### config.mk
export PLATFORM = sky130hd
export DESIGN_NAME = inst_fetch
export DESIGN_NICKNAME = d
export VERILOG_FILES = /design/src/rtl/eyearch_pkg.sv /design/src/rtl/inst_fetch_fifo.sv /design/src/rtl/inst_fetch.sv
export SDC_FILE = /design/constraint.sdc
export NUM_CORES = 1
export LEC_CHECK = 0
export CAP_MARGIN = 20
export CORE_MARGIN = 8
export CORE_UTILIZATION = 56
export CTS_BUF_LIST = sky130_fd_sc_hd__clkbuf_8
export CTS_CLUSTER_DIAMETER = 80
export DETAILED_ROUTE_END_ITERATION = 8
export PLACE_DENSITY = 0.87
export SYNTH_ARGS = -nofsm -noshare
export SYNTH_HDL_FRONTEND = slang
export SYNTH_SLANG_ARGS = --single-unit
### constraint.sdc
create_clock -name clk -period 22.5 [get_ports clk]
set_input_delay 4.5 -clock clk [delete_from_list [all_inputs] [get_ports clk]]
set_output_delay 4.5 -clock clk [all_outputs]
set_load 0.005 [all_outputs]
### src/rtl/eyearch_pkg.sv
// Shared types and field layout for the fetch/decode front end.
package eyearch_pkg;

  localparam int unsigned INST_W = 32;
  localparam int unsigned PC_W   = 16;

  // Instruction word field positions
  localparam int unsigned TYPE_LSB = 0;
  localparam int unsigned TYPE_MSB = 1;
  localparam int unsigned OPC_LSB  = 2;
  localparam int unsigned OPC_MSB  = 5;
  localparam int unsigned OPR_LSB  = 6;
  localparam int unsigned OPR_MSB  = 31;

  typedef enum logic [1:0] {
    NONE   = 2'b00,
    REG    = 2'b01,
    IMM    = 2'b10,
    BRANCH = 2'b11
  } inst_type_t;

  typedef enum logic {
    RUN   = 1'b0,
    FLUSH = 1'b1
  } fetch_state_t;

  typedef struct packed {
    logic [PC_W-1:0]   pc;
    logic [INST_W-1:0] word;
  } fetch_entry_t;

endpackage

### src/rtl/inst_fetch_fifo.sv
// Small circular buffer holding fetched words; flush wins over push.
module fetch_fifo
  import eyearch_pkg::*;
#(
  parameter int unsigned DEPTH = 2,
  parameter type entry_t = fetch_entry_t,
  localparam int unsigned PTR_W = (DEPTH > 1) ? $clog2(DEPTH) : 1,
  localparam int unsigned CNT_W = $clog2(DEPTH + 1)
) (
  input  logic             clk,
  input  logic             rst,
  input  logic             push,
  input  entry_t           push_data,
  input  logic             pop,
  input  logic             flush,
  output entry_t           head,
  output logic             full,
  output logic             empty,
  output logic [CNT_W-1:0] count
);

  entry_t           mem_q [DEPTH];
  entry_t           mem_d [DEPTH];
  logic [PTR_W-1:0] wr_ptr_q, wr_ptr_d;
  logic [PTR_W-1:0] rd_ptr_q, rd_ptr_d;
  logic [CNT_W-1:0] count_q, count_d;

  // Next pointer/count/storage values from push, pop and flush
  always_comb begin
    mem_d    = mem_q;
    wr_ptr_d = wr_ptr_q;
    rd_ptr_d = rd_ptr_q;
    count_d  = count_q;
    if (flush) begin
      wr_ptr_d = '0;
      rd_ptr_d = '0;
      count_d  = '0;
    end else begin
      if (push) begin
        mem_d[wr_ptr_q] = push_data;
        wr_ptr_d        = wr_ptr_q + PTR_W'(1);
      end
      if (pop) begin
        rd_ptr_d = rd_ptr_q + PTR_W'(1);
      end
      count_d = count_q + CNT_W'(push) - CNT_W'(pop);
    end
  end

  // Pointer and count registers
  always_ff @(posedge clk) begin
    if (rst) begin
      wr_ptr_q <= '0;
      rd_ptr_q <= '0;
      count_q  <= '0;
    end else begin
      wr_ptr_q <= wr_ptr_d;
      rd_ptr_q <= rd_ptr_d;
      count_q  <= count_d;
      assert (!(push && !flush && count_q == CNT_W'(DEPTH)));
      assert (!(pop && !flush && count_q == '0));
    end
  end

  // Storage array, no reset needed since count gates visibility
  always_ff @(posedge clk) begin
    mem_q <= mem_d;
  end

  assign head  = mem_q[rd_ptr_q];
  assign full  = (count_q == CNT_W'(DEPTH));
  assign empty = (count_q == '0);
  assign count = count_q;

endmodule

### src/rtl/inst_fetch.sv
// Instruction fetch: PC, credit-limited imem requests, redirect flush, field split.
module inst_fetch
  import eyearch_pkg::*;
#(
  parameter int unsigned        ADDR_W   = 16,
  parameter int unsigned        DEPTH    = 2,
  parameter logic [ADDR_W-1:0]  RESET_PC = '0
) (
  input  logic              clk,
  input  logic              rst,
  output logic              imem_req_valid,
  output logic [ADDR_W-1:0] imem_req_addr,
  input  logic              imem_req_ready,
  input  logic              imem_resp_valid,
  input  logic [31:0]       imem_resp_data,
  input  logic              redirect_valid,
  input  logic [ADDR_W-1:0] redirect_pc,
  output logic              out_valid,
  input  logic              out_ready,
  output logic [ADDR_W-1:0] out_pc,
  output logic [1:0]        inst_type,
  output logic [3:0]        inst_opcode,
  output logic [25:0]       inst_operands
);

  localparam int unsigned CNT_W = $clog2(DEPTH + 1);
  localparam int unsigned SUM_W = CNT_W + 1;

  typedef struct packed {
    logic [ADDR_W-1:0] pc;
    logic [INST_W-1:0] word;
  } entry_t;

  fetch_state_t      state_q, state_d;
  logic [ADDR_W-1:0] pc_q, pc_d;
  logic [CNT_W-1:0]  inflight_q, inflight_d;
  logic [CNT_W-1:0]  drop_q, drop_d;
  logic [CNT_W-1:0]  inflight_next;
  logic [SUM_W-1:0]  occupancy;

  logic              req_fire;
  logic              out_fire;
  logic              fifo_push;
  logic              fifo_pop;
  logic              fifo_flush;
  logic              fifo_full;
  logic              fifo_empty;
  logic [CNT_W-1:0]  fifo_count;
  entry_t            fifo_in;
  entry_t            fifo_head;

  fetch_fifo #(
    .DEPTH   (DEPTH),
    .entry_t (entry_t)
  ) u_fifo (
    .clk       (clk),
    .rst       (rst),
    .push      (fifo_push),
    .push_data (fifo_in),
    .pop       (fifo_pop),
    .flush     (fifo_flush),
    .head      (fifo_head),
    .full      (fifo_full),
    .empty     (fifo_empty),
    .count     (fifo_count)
  );

  // State, PC and counter registers
  always_ff @(posedge clk) begin
    if (rst) begin
      state_q    <= RUN;
      pc_q       <= RESET_PC;
      inflight_q <= '0;
      drop_q     <= '0;
    end else begin
      state_q    <= state_d;
      pc_q       <= pc_d;
      inflight_q <= inflight_d;
      drop_q     <= drop_d;
      assert (!(imem_resp_valid && inflight_q == '0));
      assert (!(fifo_push && fifo_full));
    end
  end

  // Next state: request/response bookkeeping and redirect handling
  always_comb begin
    req_fire      = imem_req_valid && imem_req_ready;
    out_fire      = out_valid && out_ready;
    inflight_next = inflight_q + CNT_W'(req_fire) - CNT_W'(imem_resp_valid);
    state_d       = state_q;
    pc_d          = pc_q;
    drop_d        = drop_q;
    inflight_d    = inflight_next;
    fifo_push     = 1'b0;
    fifo_pop      = out_fire;
    fifo_flush    = 1'b0;
    // Outside a flush every outstanding request is kept, so the oldest one
    // (the one answering now) was issued inflight_q words before pc_q.
    fifo_in.pc    = pc_q - ADDR_W'(inflight_q);
    fifo_in.word  = imem_resp_data;
    if (redirect_valid) begin
      fifo_flush = 1'b1;
      pc_d       = redirect_pc;
      drop_d     = inflight_next;
      state_d    = (inflight_next != '0) ? FLUSH : RUN;
    end else begin
      if (req_fire) begin
        pc_d = pc_q + ADDR_W'(1);
      end
      if (imem_resp_valid) begin
        if (drop_q != '0) begin
          drop_d = drop_q - CNT_W'(1);
        end else begin
          fifo_push = 1'b1;
        end
      end
      if (state_q == FLUSH && drop_d == '0) begin
        state_d = RUN;
      end
    end
  end

  // Outputs: request issue gated by credits, FIFO head split into fields
  always_comb begin
    occupancy      = SUM_W'(inflight_q) + SUM_W'(fifo_count);
    imem_req_valid = !rst && (state_q == RUN) && !redirect_valid &&
                     (occupancy < SUM_W'(DEPTH));
    imem_req_addr  = pc_q;
    out_valid      = !fifo_empty;
    out_pc         = '0;
    inst_type      = NONE;
    inst_opcode    = '0;
    inst_operands  = '0;
    if (!fifo_empty) begin
      out_pc        = fifo_head.pc;
      inst_type     = inst_type_t'(fifo_head.word[TYPE_MSB:TYPE_LSB]);
      inst_opcode   = fifo_head.word[OPC_MSB:OPC_LSB];
      inst_operands = fifo_head.word[OPR_MSB:OPR_LSB];
    end
  end

endmodule

Word-level counts from Yosys, hierarchy flattened
Index checks and enable logic that the tools add are counted.

Bits in registers: 121. Input port bits: 54. Output and inout bits: 66.

$lt $le $gt $ge: 4. Mux-type cells: 23. Bitwise operators: 4. Reduce and logical (&&, ||, !) cells: 18. $add $sub $neg: 10.

Operators by type and width (number): $mux 48 (4); $bwmux 96 (1); $demux 48 s1 (1); $mux 16 (3); $mux 26 (1); $add 16x1->16 const B (1); $sub 16x2->16 (1); $mux 2 (5); $reduce_bool 2->1 (4); $logic_and 1x1->1 (7); $mux 1 (7); $add 2x1->2 (2); $ge 2x2->1 const B (2); $logic_not 2->1 (2); $mux 4 (1); $not 1->2 (2); $sub 2x1->2 (2); $add 2x2->3 (1); $logic_not 1->1 (3); $lt 3x2->1 const B (1); $add 1x1->1 const B (2); $lt 2x1->1 const B (1); $not 1->1 (2); $reduce_and 2->1 (1); 2 further kinds (2).

Logic depth before layout (Yosys ltp)
Gate-level depths: netlist of run 1.

Depth after elaboration: 10. Mapped depth: 13. Mapped depth without buffers: 12.

Hierarchy
A second synthesis of run 1 with hierarchy kept.

Cell total of the unflattened synthesis: 437. Area, all modules: 5624.1 um2.

By module, submodules not included: fetch_fifo (times used 1, area each 3711.1 um2, sequential area each 2962.8 um2, cells an instance 168); inst_fetch (times used 1, area each 1913.1 um2, sequential area each 420.4 um2, cells an instance 269).

Worst setup path before layout of run 1
Ideal clock, no wire load.

Kind: input to register. Start point: input port redirect_valid. End point: register u_fifo.mem_q[48] in the netlist's numbering (enable). Slack: 12358 ps. Library setup time: 573 ps. Arrival time: 9569 ps. Buffers on the path: 2. Stages: 3. Cells stage by stage: clkbuf_1 > clkbuf_1 > nor4_1.

Word-level cells in the longest chain between the ends: 3.

RTL lines: from (decl) (RTL line inst_fetch.sv:16) `input logic redirect_valid,`; $mux 1 (RTL line inst_fetch.sv:101) `if (redirect_valid) begin`; $not 1->1 (no line); $reduce_and 2->1 (no line) (*); to (signal assigned) (RTL line inst_fetch_fifo.sv:67) `mem_q <= mem_d;`; to (decl) (RTL line inst_fetch_fifo.sv:22) `entry_t mem_q [DEPTH];`.

Mark *: on every way between the ends. The rest lies on a longest branch, timed or not. A chain may end at the register's enable or synchronous reset.

Final worst setup path of run 1
Start point: input port rst. End point: output port imem_req_valid.

Word-level cells in the longest chain between the ends: 4.

RTL lines: from (decl) (RTL line inst_fetch.sv:10) `input logic rst,`; $logic_not 1->1 (RTL line inst_fetch.sv:126) `imem_req_valid = !rst && (state_q == RUN) && !redirect_valid &&`; $logic_and 1x1->1 (3 in a row) (RTL line inst_fetch.sv:126); to (decl) (RTL line inst_fetch.sv:11) `output logic imem_req_valid,`.

Every way passes these cells.

==> metrics.md, run 1 <==
| Metric | Value |
|---|---|
| Ant diodes | `0` |
| Register area | `3380 um^2` |
| Pwr/cell area | `74.5 nW/um^2` |
| Post-CTS setup buffer count | `0` |
| Drt first pass iters | `4` |
| Hold_sp | `drop_q[1]$_SDFF_PP0_` |
| Chip height | `114 um` |
| Fraction of layout cells with a size suffix above 1 | `8.39%` |
| Slowest CP cell | `clkdlybuf4s50_1` |
| Final hold viol count | `0` |
| Crit path time final | `11.41 ns` |
| Hold WS | `0.558 ns` |
| Final period util | `50.7%` |
| Rel. slew slack | `32.2%` |
| Pleak | `2.41 nW` |
| DRT Wirelength | `11400 um` |
| Initial antenna violation count | `0` |
| Reg2Reg Launch Point | `u_fifo.count[0]$_SDFF_PP0_` |
| Routed vias | `3709` |
| RSZ-0062 raised after global routing | `no` |
| Worst skew pair latency | `0.42 ns` |
| CTS Buffer Depth | `2` |
| Crit-path cells | `clkdlybuf4s50_1 -> or4_4 -> nor2_1 -> clkdlybuf4s50_1` |
| Die footprint | `roughly 13000 um^2` |
| Post-DP HPWL | `7980 um` |
| Post-Synthesis Cells | `434` |
| # port buffers | `roughly 120` |
| Cts hold-fix bufs | `0` |
| Fill cells | `624` |
| Syn nets | `497` |
| Crit path max fanout | `30` |
| VDD IR-drop max | `between 0.00004 and 0.00005 V` |
| Total of max-cap violations | `0` |
| Outcome | `complete, no violations` |
| Total GRT Usage | `17.9%` |
| Root buffer cell | `clkbuf_8` |
| Yosys top cell area share | `53.3%` |
| Max-slew violations | `0` |
| Largest net degree at the start of global routing | `50` |
| DR WL/cell | `16.5 um` |
| Clock-pin slew on the worst setup and hold paths | `0.07 ns` |
| Count of different cell masters after synthesis | `52` |
| Critical path type | `in2out` |
| Worst Hold Class | `reg2reg` |
| Synth top area cells | `edfxtp_1 53%, dfxtp_1 9.3%, mux2i_1 8.9%` |
| Core area | `9590 um^2` |
| Crit-path max cell delay | `~0.93 ns` |
| Final Wtd Congestion | `0.847` |
| Via-per-instance ratio | `5.35` |
| Clock net sink count | `121` |
| Clk_skew | `0.0106 ns` |
| FP Rows | `36` |
| Setup-failing EPs final | `0` |
| Number of buffers created by CTS | `17` |
| CTS tree | `yes` |
| DRC | `0` |
| #FFs+latches synth | `121` |
| Die X-Extent | `114 um` |
| Fin nets | `610` |
| CP arrival | `approximately 6.9 ns` |
| Cell taking the most area after synthesis | `edfxtp_1` |
| Starting DRT DRC Count | `~270` |
| Setup TNS | `0 ns` |
| Vias in the first global route | `3743` |
| Worst-Margin Slew | `1.01 ns` |
| Crit. End Element | `output port` |
| Most used cell along the critical path | `clkdlybuf4s50_1` |
| CTS resizes | `0` |
| Starting Density | `56.4%` |
| Crit start category | `input pin` |
| Yosys warns | `0` |
| DRT antenna net count | `0` |
| Layout area overhead | `31.7%` |
| Req. time, crit path | `18.00 ns` |
| Multi-input gate area | `1840 um^2` |
| Register area share after synthesis | `62.6%` |
| Syn avg cell area | `12.5 um^2` |
| Layout Cells excl Fill | `693` |
| First-pass GRT wire length | `18200 um` |
| GRT overflow | `0` |
| H-tree levels | `4` |
| Fmax | `about 88 MHz` |
| CP top delay family | `buffers and inverters` |
| Dpl cells | `659` |
| Worst Setup SP | `rst` |
| Area of the mapped netlist | `5410 um^2` |
| CP bufs+invs | `2` |
| Ports | `120` |
==> power breakdown <==
part	leakage (nW)	total [mW]	internal (mW)	switching [mW]
clock network	0.220	0.196	0.115	0.0812
registers	1.09	0.265	0.257	0.00782
logic	1.10	0.0698	0.0366	0.0331
total	2.41	0.530	0.408	0.122
==> Yosys cell counts, drive strengths merged <==
| cell | count |
|---|---|
| o311a | 1 |
| clkbuf | 16 |
| nand3 | 12 |
| inv | 16 |
| o21ai | 4 |
| nand2b | 3 |
| or4 | 4 |
| a221oi | 1 |
| nor2 | 57 |
| a31o | 1 |
| and3 | 3 |
| edfxtp | 96 |
| dfxtp | 25 |
| o31ai | 1 |
| a22oi | 1 |
| mux2 | 1 |
| nand4 | 6 |
| a31oi | 8 |
| o211ai | 4 |
| nor3b | 5 |
| buf | 14 |
| xor2 | 5 |
| ha | 7 |
| and4 | 2 |
| and2 | 6 |
| fa | 2 |
| a21oi | 9 |
| nand2 | 21 |
| a311oi | 1 |
| a311o | 2 |
| or3 | 7 |
| nor3 | 13 |
| nand3b | 4 |
| xnor2 | 14 |
| nor2b | 4 |
| mux2i | 48 |
| nor4 | 4 |
| and4b | 1 |
| a2bb2oi | 1 |
| nor4b | 1 |
| a32oi | 2 |
| o31a | 1 |
==> final timing paths <==
path | end | depth (start not counted) | slack, ns
worst max-delay path | imem_req_valid | 4 | 11.09
worst min-delay path | drop_q[1]$_SDFF_PP0_ | 2 | 0.56
worst max register to register | drop_q[1]$_SDFF_PP0_ | 12 | 19.53
worst min register to register | drop_q[1]$_SDFF_PP0_ | 2 | 0.56
==> area by class of cell <==
class                           instances  share of cell area (%)
Inverter                               16                   0.879
Clock inverter                         13                    2.07
Tap cell                              133                    2.34
Multi-Input combinational cell        267                    25.9
Sequential cell                       121                    47.5
Clock buffer                           19                    3.67
Timing Repair Buffer                  124                    17.6
==> tightest hold or removal path, stage by stage (launching register included) <==
cell and delay, ns:
dfxtp_1 0.35, nand3_1 0.09, a21oi_1 0.06
==> metrics by stage <==
| stage | area [um^2] | worst slack, ns | power (mW) | utilization, % |
|---|---|---|---|---|
| after CTS | 7080 | 11.11 | 0.534 | 73.8 |
| after global routing | 7120 | 10.96 | 0.555 | 74.2 |
| after detailed placement | 6670 | 11.12 | 0.339 | 69.5 |
| after global placement | 6670 | 11.13 | 0.336 | 69.5 |
| after floorplan | 5410 | 12.36 | 0.307 | - |
| final | 7120 | 11.09 | 0.530 | 74.2 |
==> cells by family after synthesis <==
kind of cell	Yosys count	synth area share (%)
muxes	49	9.09
buffers and inverters	46	3.63
AOI/OAI and AO/OA	37	4.67
and+or+nand+nor	153	14.6
DFF	121	62.6
xor gates and xnor gates	19	3.08
adders and majority gates	9	2.36
==> layer usage <==
layer	routed length [um]	track usage [%]
met2	5550	29.5
met1	4840	21.7
met3	953	5.80
met4	103	6.03
met5	0	0
==> sequential cells by signal (all words and copies together) (netlist names) <==
signal	count
u_fifo.wr_ptr_q	1
state_q	1
imem_req_addr	16
u_fifo.count	2
u_fifo.mem_q	96
inflight_q	2
u_fifo.rd_ptr_q	1
drop_q	2
==> layout by cell type, fill, tap and decap left out, types with 4 or more instances in the layout <==
master / instances
xor2_1: 5
nand2_1: 21
o21ai_0: 4
nor2b_1: 4
xnor2_1: 14
nor3_1: 13
nand3b_1: 4
inv_1: 16
nor3b_1: 4
a21oi_1: 9
nor2_1: 55
a31oi_1: 8
edfxtp_1: 96
o211ai_1: 4
clkdlybuf4s50_1: 119
and2_1: 4
or3_1: 7
clkbuf_8: 19
dfxtp_1: 24
mux2i_1: 48
inv_4: 6
nand3_1: 12
ha_1: 7
nand4_1: 5
(Power assumes the default switching activity.)
==> run 2, diff against run 1 <==
Settings changed: CORE_UTILIZATION 56 to 52, PLACE_DENSITY 0.87 to 0.82.
Clock period 22.5 ns to 11.5 ns, I/O delays scaled along.
==> run 2 against run 1 <==
Compared with the run above:
- clock power grew 88%
- die area rose by 6.6%
- cell area is 0.16% lower
- hold slack worse by 0.0060 ns
- first-iteration DRC count down 13%
- non-clock buffer count stayed put
- flip-flop and latch count did not move
- global-route usage decreased by 0.93 points
- register-to-register slack got worse by 11 ns
- setup slack lost 6.6 ns
- sequential power rose by 95%
- largest cell class unchanged
- largest power group unchanged
- highest routed layer unchanged
==> metrics.md, run 2 (same netlist as run 1, synthesis figures left out) <==
| Metric | Value |
|---|---|
| Commonest non-fill, non-tap cell in the layout | `clkdlybuf4s50_1 (unchanged)` |
| DRT Wirelength | `11700 um (was 11400 um)` |
| Setup-failing EPs final | `0 (unchanged)` |
| Hold WS | `0.552 ns (was 0.558 ns)` |
| Starting DRT DRC Count | `238 (was 273)` |
| Ports | `120 (unchanged)` |
| First-pass GRT wire length | `18900 um (was 18200 um)` |
| Register area | `3380 um^2 (unchanged)` |
| Biggest register | `u_fifo.mem_q (unchanged)` |
| Crit-path cells | `clkdlybuf4s50_1 -> or4_4 -> nor2_1 -> clkdlybuf4s50_1 (unchanged)` |
| Final WS setup | `4.47 ns (was 11.09 ns)` |
| Worst Hold Class | `reg2reg (unchanged)` |
| Slowest CP cell | `clkdlybuf4s50_1 (unchanged)` |
| # port buffers | `119 (unchanged)` |
| Fill cells | `730 (was 624)` |
| VDD IR-drop max | `0.0000769 V (was 0.0000409 V)` |
| Final period util | `61.2%` |
| FP Rows | `37 (was 36)` |
| Clk_skew | `0.0122 ns (was 0.0106 ns)` |
| DRT antenna net count | `0 (unchanged)` |
| Highest Signal Layer | `met4 (unchanged)` |
| Dpl ws | `4.46 ns (was 11.12 ns)` |
| Multi-input gate area | `1840 um^2 (unchanged)` |
| Final hold viol count | `0 (unchanged)` |
| Met3 wire len | `877 um (was 953 um)` |
| CTS resizes | `0 (unchanged)` |
| Worst skew pair latency | `0.42 ns (about the same)` |
| Vias in the first global route | `3751 (was 3743)` |
| Setup TNS | `0 ns (unchanged)` |
| Total of max-cap violations | `0 (unchanged)` |
| Number of buffers created by CTS | `17 (unchanged)` |
| Fin nets | `610 (unchanged)` |
| Cts hold-fix bufs | `0 (unchanged)` |
| Via-per-instance ratio | `5.40 (was 5.35)` |
| Core area | `10200 um^2 (was 9590 um^2)` |
| Met2 WL | `5550 um (about the same)` |
| Dpl cells | `663 (was 659)` |
| Layout area overhead | `31.4% (was 31.7%)` |
| Largest net degree at the start of global routing | `50 (unchanged)` |
| Max FFs per register | `96 (unchanged)` |
| Met1 Wirelength | `5080 um (was 4840 um)` |
| Fraction of layout cells with a size suffix above 1 | `8.39% (unchanged)` |
| Most frequent cells in the layout | `119 x clkdlybuf4s50_1, 96 x edfxtp_1, 55 x nor2_1 (unchanged)` |
| Critical path type | `in2out (unchanged)` |
| Die X-Extent | `118 um (was 114 um)` |
| Req. time, crit path | `9.20 ns (was 18.00 ns)` |
| Fmax | `142 MHz` |
| GRT overflow | `0 (unchanged)` |
| Total GRT Usage | `17.0% (was 17.9%)` |
| Crit. End Element | `output port (unchanged)` |
| Clock net sink count | `121 (unchanged)` |
| Root buffer cell | `clkbuf_8 (unchanged)` |
| CP arrival | `4.73 ns (was 6.91 ns)` |
| Post-layout instance area | `7110 um^2 (was 7120 um^2)` |
| DR WL/cell | `16.8 um (was 16.5 um)` |
| CTS Buffer Depth | `2 (unchanged)` |
| Pwr/cell area | `144 nW/um^2 (was 74.5 nW/um^2)` |
| Most used cell along the critical path | `clkdlybuf4s50_1 (unchanged)` |
| CTS tree | `yes (unchanged)` |
| Post-DP HPWL | `8070 um (was 7980 um)` |
| Die footprint | `13900 um^2 (was 13100 um^2)` |
| Rel. slew slack | `31.7% (was 32.2%)` |
| Routed vias | `3755 (was 3709)` |
| Crit-path max cell delay | `0.93 ns (about the same)` |
| Ant diodes | `0 (unchanged)` |
| DRC | `0 (unchanged)` |
| Worst-Margin Slew | `1.02 ns (was 1.01 ns)` |
| Layout Cells excl Fill | `696 (was 693)` |
| RSZ-0062 raised after global routing | `no (unchanged)` |
| Crit start category | `input pin (unchanged)` |
| Final Wtd Congestion | `0.878 (was 0.847)` |
| Chip height | `118 um (was 114 um)` |
| Max-slew violations | `0 (unchanged)` |
| Crit path max fanout | `30 (unchanged)` |
| Crit path time final | `7.03 ns` |
| Initial antenna violation count | `0 (unchanged)` |
| Drt first pass iters | `4 (unchanged)` |
| DP Area | `6690 um^2 (was 6670 um^2)` |
| Pleak | `2.38 nW (was 2.41 nW)` |
| H-tree levels | `4 (unchanged)` |
| Outcome | `complete, no violations (unchanged)` |
| Starting Density | `52.9% (was 56.4%)` |
| Clock-pin slew on the worst setup and hold paths | `0.06 ns (was 0.07 ns)` |
| Post-CTS setup buffer count | `0 (unchanged)` |
run 2: worst paths after layout:
| path | end | from | depth (start not counted) | slack (ns) |
|---|---|---|---|---|
| min | drop_q[1]$_SDFF_PP0_ | drop_q[1]$_SDFF_PP0_ | 2 | 0.55 |
| min reg2reg | drop_q[1]$_SDFF_PP0_ | drop_q[1]$_SDFF_PP0_ | 2 | 0.55 |
| max reg2reg | drop_q[1]$_SDFF_PP0_ | inflight_q[0]$_SDFF_PP0_ | 12 | 8.51 |
| max | imem_req_valid | rst | 4 | 4.47 |
run 2: metal layers:
| layer | global-route usage, % | up-vias |
|---|---|---|
| met4 | 7.13 | 0 |
| met5 | 0 | - |
| met1 | 20.4 | 1771 |
| met3 | 6.09 | 14 |
| li1 | - | 1815 |
| met2 | 27.1 | 155 |
run 2: area by class of cell:
| class | count | share of cell area [%] |
|---|---|---|
| sequential | 121 | 47.6 |
| multi-input combinational | 267 | 25.9 |
| timing repair buffer | 124 | 17.6 |
| clock buffer | 17 | 3.29 |
| tap | 136 | 2.39 |
| clock inverter | 15 | 2.25 |
| inverter | 16 | 0.880 |
run 2: per-stage QoR:
stage | utilization (%) | power (mW)
floorplan | - | 0.601
CTS | 69.3 | 1.04
finish | 69.5 | 1.02
detailed placement | 65.4 | 0.664
global placement | 65.2 | 0.659
global route | 69.5 | 1.07
run 2: critical path, delay by kind of cell:
family / cells / cell delay [ns]
buffers and inverters: 2 / 1.45
AND/OR/NAND/NOR: 2 / 0.98
run 2: where the power goes:
| part | total (mW) | leakage, nW | internal, mW | switching, mW |
|---|---|---|---|---|
| clock network | 0.369 | 0.192 | 0.210 | 0.159 |
| registers | 0.518 | 1.09 | 0.503 | 0.0152 |
| logic | 0.138 | 1.10 | 0.0716 | 0.0660 |
==> run 3, diff against run 2 <==
Settings changed: CORE_UTILIZATION 52 to 47, PLACE_DENSITY 0.82 to 0.78.
Clock period 11.5 ns to 6.21 ns, I/O delays scaled along.
==> run 3 against run 2 <==
Compared with the run above:
- via count is 1.0% lower
- count of clock-buffer cells in the layout is 2 higher
- setup slack worse by 2.7 ns
- critical path depth is 1 higher
- core utilization is 6.5 points lower
==> metrics.md, run 3 (same netlist as run 1, synthesis figures left out) <==
| Metric | Value |
|---|---|
| Rel. slew slack | `48.0% (was 31.7%)` |
| VDD IR-drop max | `0.000164 V (was 0.0000769 V)` |
| Number of buffers created by CTS | `17 (unchanged)` |
| Starting DRT DRC Count | `245 (was 238)` |
| Req. time, crit path | `4.97 ns (was 9.20 ns)` |
| Largest net degree at the start of global routing | `50 (unchanged)` |
| Fraction of layout cells with a size suffix above 1 | `8.73% (was 8.39%)` |
| Final period util | `between 70% and 80%` |
| CTS tree | `yes (unchanged)` |
| Die footprint | `15200 um^2 (was 13900 um^2)` |
| H-tree levels | `4 (unchanged)` |
| Pleak | `2.41 nW (was 2.38 nW)` |
| Crit-path max cell delay | `0.63 ns (was 0.93 ns)` |
| CTS resizes | `0 (unchanged)` |
| Fin nets | `611 (was 610)` |
| Ports | `120 (unchanged)` |
| Clock-pin slew on the worst setup and hold paths | `0.07 ns (was 0.06 ns)` |
| DRT antenna net count | `0 (unchanged)` |
| Crit. End Element | `output port (unchanged)` |
| Worst skew pair latency | `0.41 ns (was 0.42 ns)` |
| R2R setup slack | `3.26 ns (was 8.51 ns)` |
| Core area | `11300 um^2 (was 10200 um^2)` |
| Initial antenna violation count | `0 (unchanged)` |
| Ant diodes | `0 (unchanged)` |
| DR WL/cell | `17.0 um (was 16.8 um)` |
| Final hold viol count | `0 (unchanged)` |
| # port buffers | `119 (unchanged)` |
| Post-DP HPWL | `8440 um (was 8070 um)` |
| Post-CTS setup buffer count | `0 (unchanged)` |
| Die X-Extent | `123 um (was 118 um)` |
| Vias in the first global route | `3812 (was 3751)` |
| RSZ-0062 raised after global routing | `no (unchanged)` |
| Biggest register | `u_fifo.mem_q (unchanged)` |
| Clock net sink count | `121 (unchanged)` |
| Clk_skew | `0.0123 ns (was 0.0122 ns)` |
| Total of max-cap violations | `0 (unchanged)` |
| Crit path time final | `4.40 ns` |
| Slowest CP cell | `or4_4 (was clkdlybuf4s50_1)` |
| Layout area overhead | `31.9% (was 31.4%)` |
| Crit start category | `input pin (unchanged)` |
| Root buffer cell | `clkbuf_8 (unchanged)` |
| Most used cell along the critical path | `clkdlybuf4s50_1 (unchanged)` |
| First-pass GRT wire length | `19000 um (was 18900 um)` |
| Fmax | `228 MHz` |
| Outcome | `complete, no violations (unchanged)` |
| Commonest non-fill, non-tap cell in the layout | `clkdlybuf4s50_1 (unchanged)` |
| GRT overflow | `0 (unchanged)` |
| Final Wtd Congestion | `0.860 (was 0.878)` |
| Cts hold-fix bufs | `0 (unchanged)` |
| Crit path max fanout | `30 (unchanged)` |
| Worst-Margin Slew | `0.779 ns (was 1.02 ns)` |
| CTS Buffer Depth | `2 (unchanged)` |
| Critical path type | `in2out (unchanged)` |
| Max FFs per register | `96 (unchanged)` |
| Setup-failing EPs final | `0 (unchanged)` |
| CP arrival | `3.15 ns (was 4.73 ns)` |
| Crit-path cells | `clkdlybuf4s50_1 -> buf_4 -> or4_4 -> nor2_1 -> clkdlybuf4s50_1 (was clkdlybuf4s50_1 -> or4_4 -> nor2_1 -> clkdlybuf4s50_1)` |
| Total GRT Usage | `15.9% (was 17.0%)` |
| Drt first pass iters | `4 (unchanged)` |
| Starting Density | `47.8% (was 52.9%)` |
| Setup TNS | `0 ns (unchanged)` |
| Routed vias | `3716 (was 3755)` |
| Overall power | `1.89 mW (was 1.02 mW)` |
| Pwr/cell area | `265 nW/um^2 (was 144 nW/um^2)` |
| FP Rows | `39 (was 37)` |
| DRC | `0 (unchanged)` |
| Worst Hold Class | `reg2reg (unchanged)` |
| Chip height | `123 um (was 118 um)` |
| Via-per-instance ratio | `5.28 (was 5.40)` |
| Max-slew violations | `0 (unchanged)` |
| DRT Wirelength | `12000 um (was 11700 um)` |
| Most frequent cells in the layout | `119 x clkdlybuf4s50_1, 96 x edfxtp_1, 55 x nor2_1 (unchanged)` |
## run 3: cell type report
cell class | instances | area (um^2)
Sequential cell | 121 | 3380
Tap cell | 143 | 179
Clock inverter | 13 | 126
Timing Repair Buffer | 125 | 1270
Fill cell | 897 | 4190
Clock buffer | 19 | 262
Multi-Input combinational cell | 267 | 1850
Inverter | 16 | 62.6
## run 3: metrics by stage
stage / setup WS [ns] / instances / utilization, % / hold slack, ns / area [um^2]
2_1_floorplan: 1.36 / 434 / - / 0.509 / 5410
3_3_place_gp: 1.83 / 670 / 59.2 / 0.546 / 6700
3_5_place_dp: 1.83 / 671 / 59.4 / 0.563 / 6730
4_1_cts: 1.81 / 703 / 62.8 / 0.577 / 7110
5_1_grt: 1.75 / 704 / 63.0 / 0.618 / 7130
6_report: 1.81 / 704 / 63.0 / 0.581 / 7130
## run 3: per-layer routing
metal	up-vias	track usage (%)	part of all wire [%]
li1	1817	-	-
met1	1756	19.6	44
met2	133	25.7	47
met3	10	5.57	7.7
met4	0	5.27	0.90
met5	-	0	0
## run 3: path summary, 6_finish.rpt
path,startpoint,endpoint,cells after the start
worst max-delay path,rst,imem_req_valid,5
worst min-delay path,drop_q[1]$_SDFF_PP0_,drop_q[1]$_SDFF_PP0_,2
worst max register to register,inflight_q[0]$_SDFF_PP0_,state_q$_SDFFE_PP0P_,11
worst min register to register,drop_q[1]$_SDFF_PP0_,drop_q[1]$_SDFF_PP0_,2
## run 3: power breakdown
group | switching, mW | total [mW] | internal, mW
registers | 0.0306 | 0.961 | 0.931
clock network | 0.296 | 0.670 | 0.374
logic | 0.122 | 0.256 | 0.134
total | 0.448 | 1.89 | 1.44
## run 3: critical path: cells and delay by family
kind	cells	cell delay, ns
buffers and inverters	3	1.14
AND/OR/NAND/NOR	2	0.77
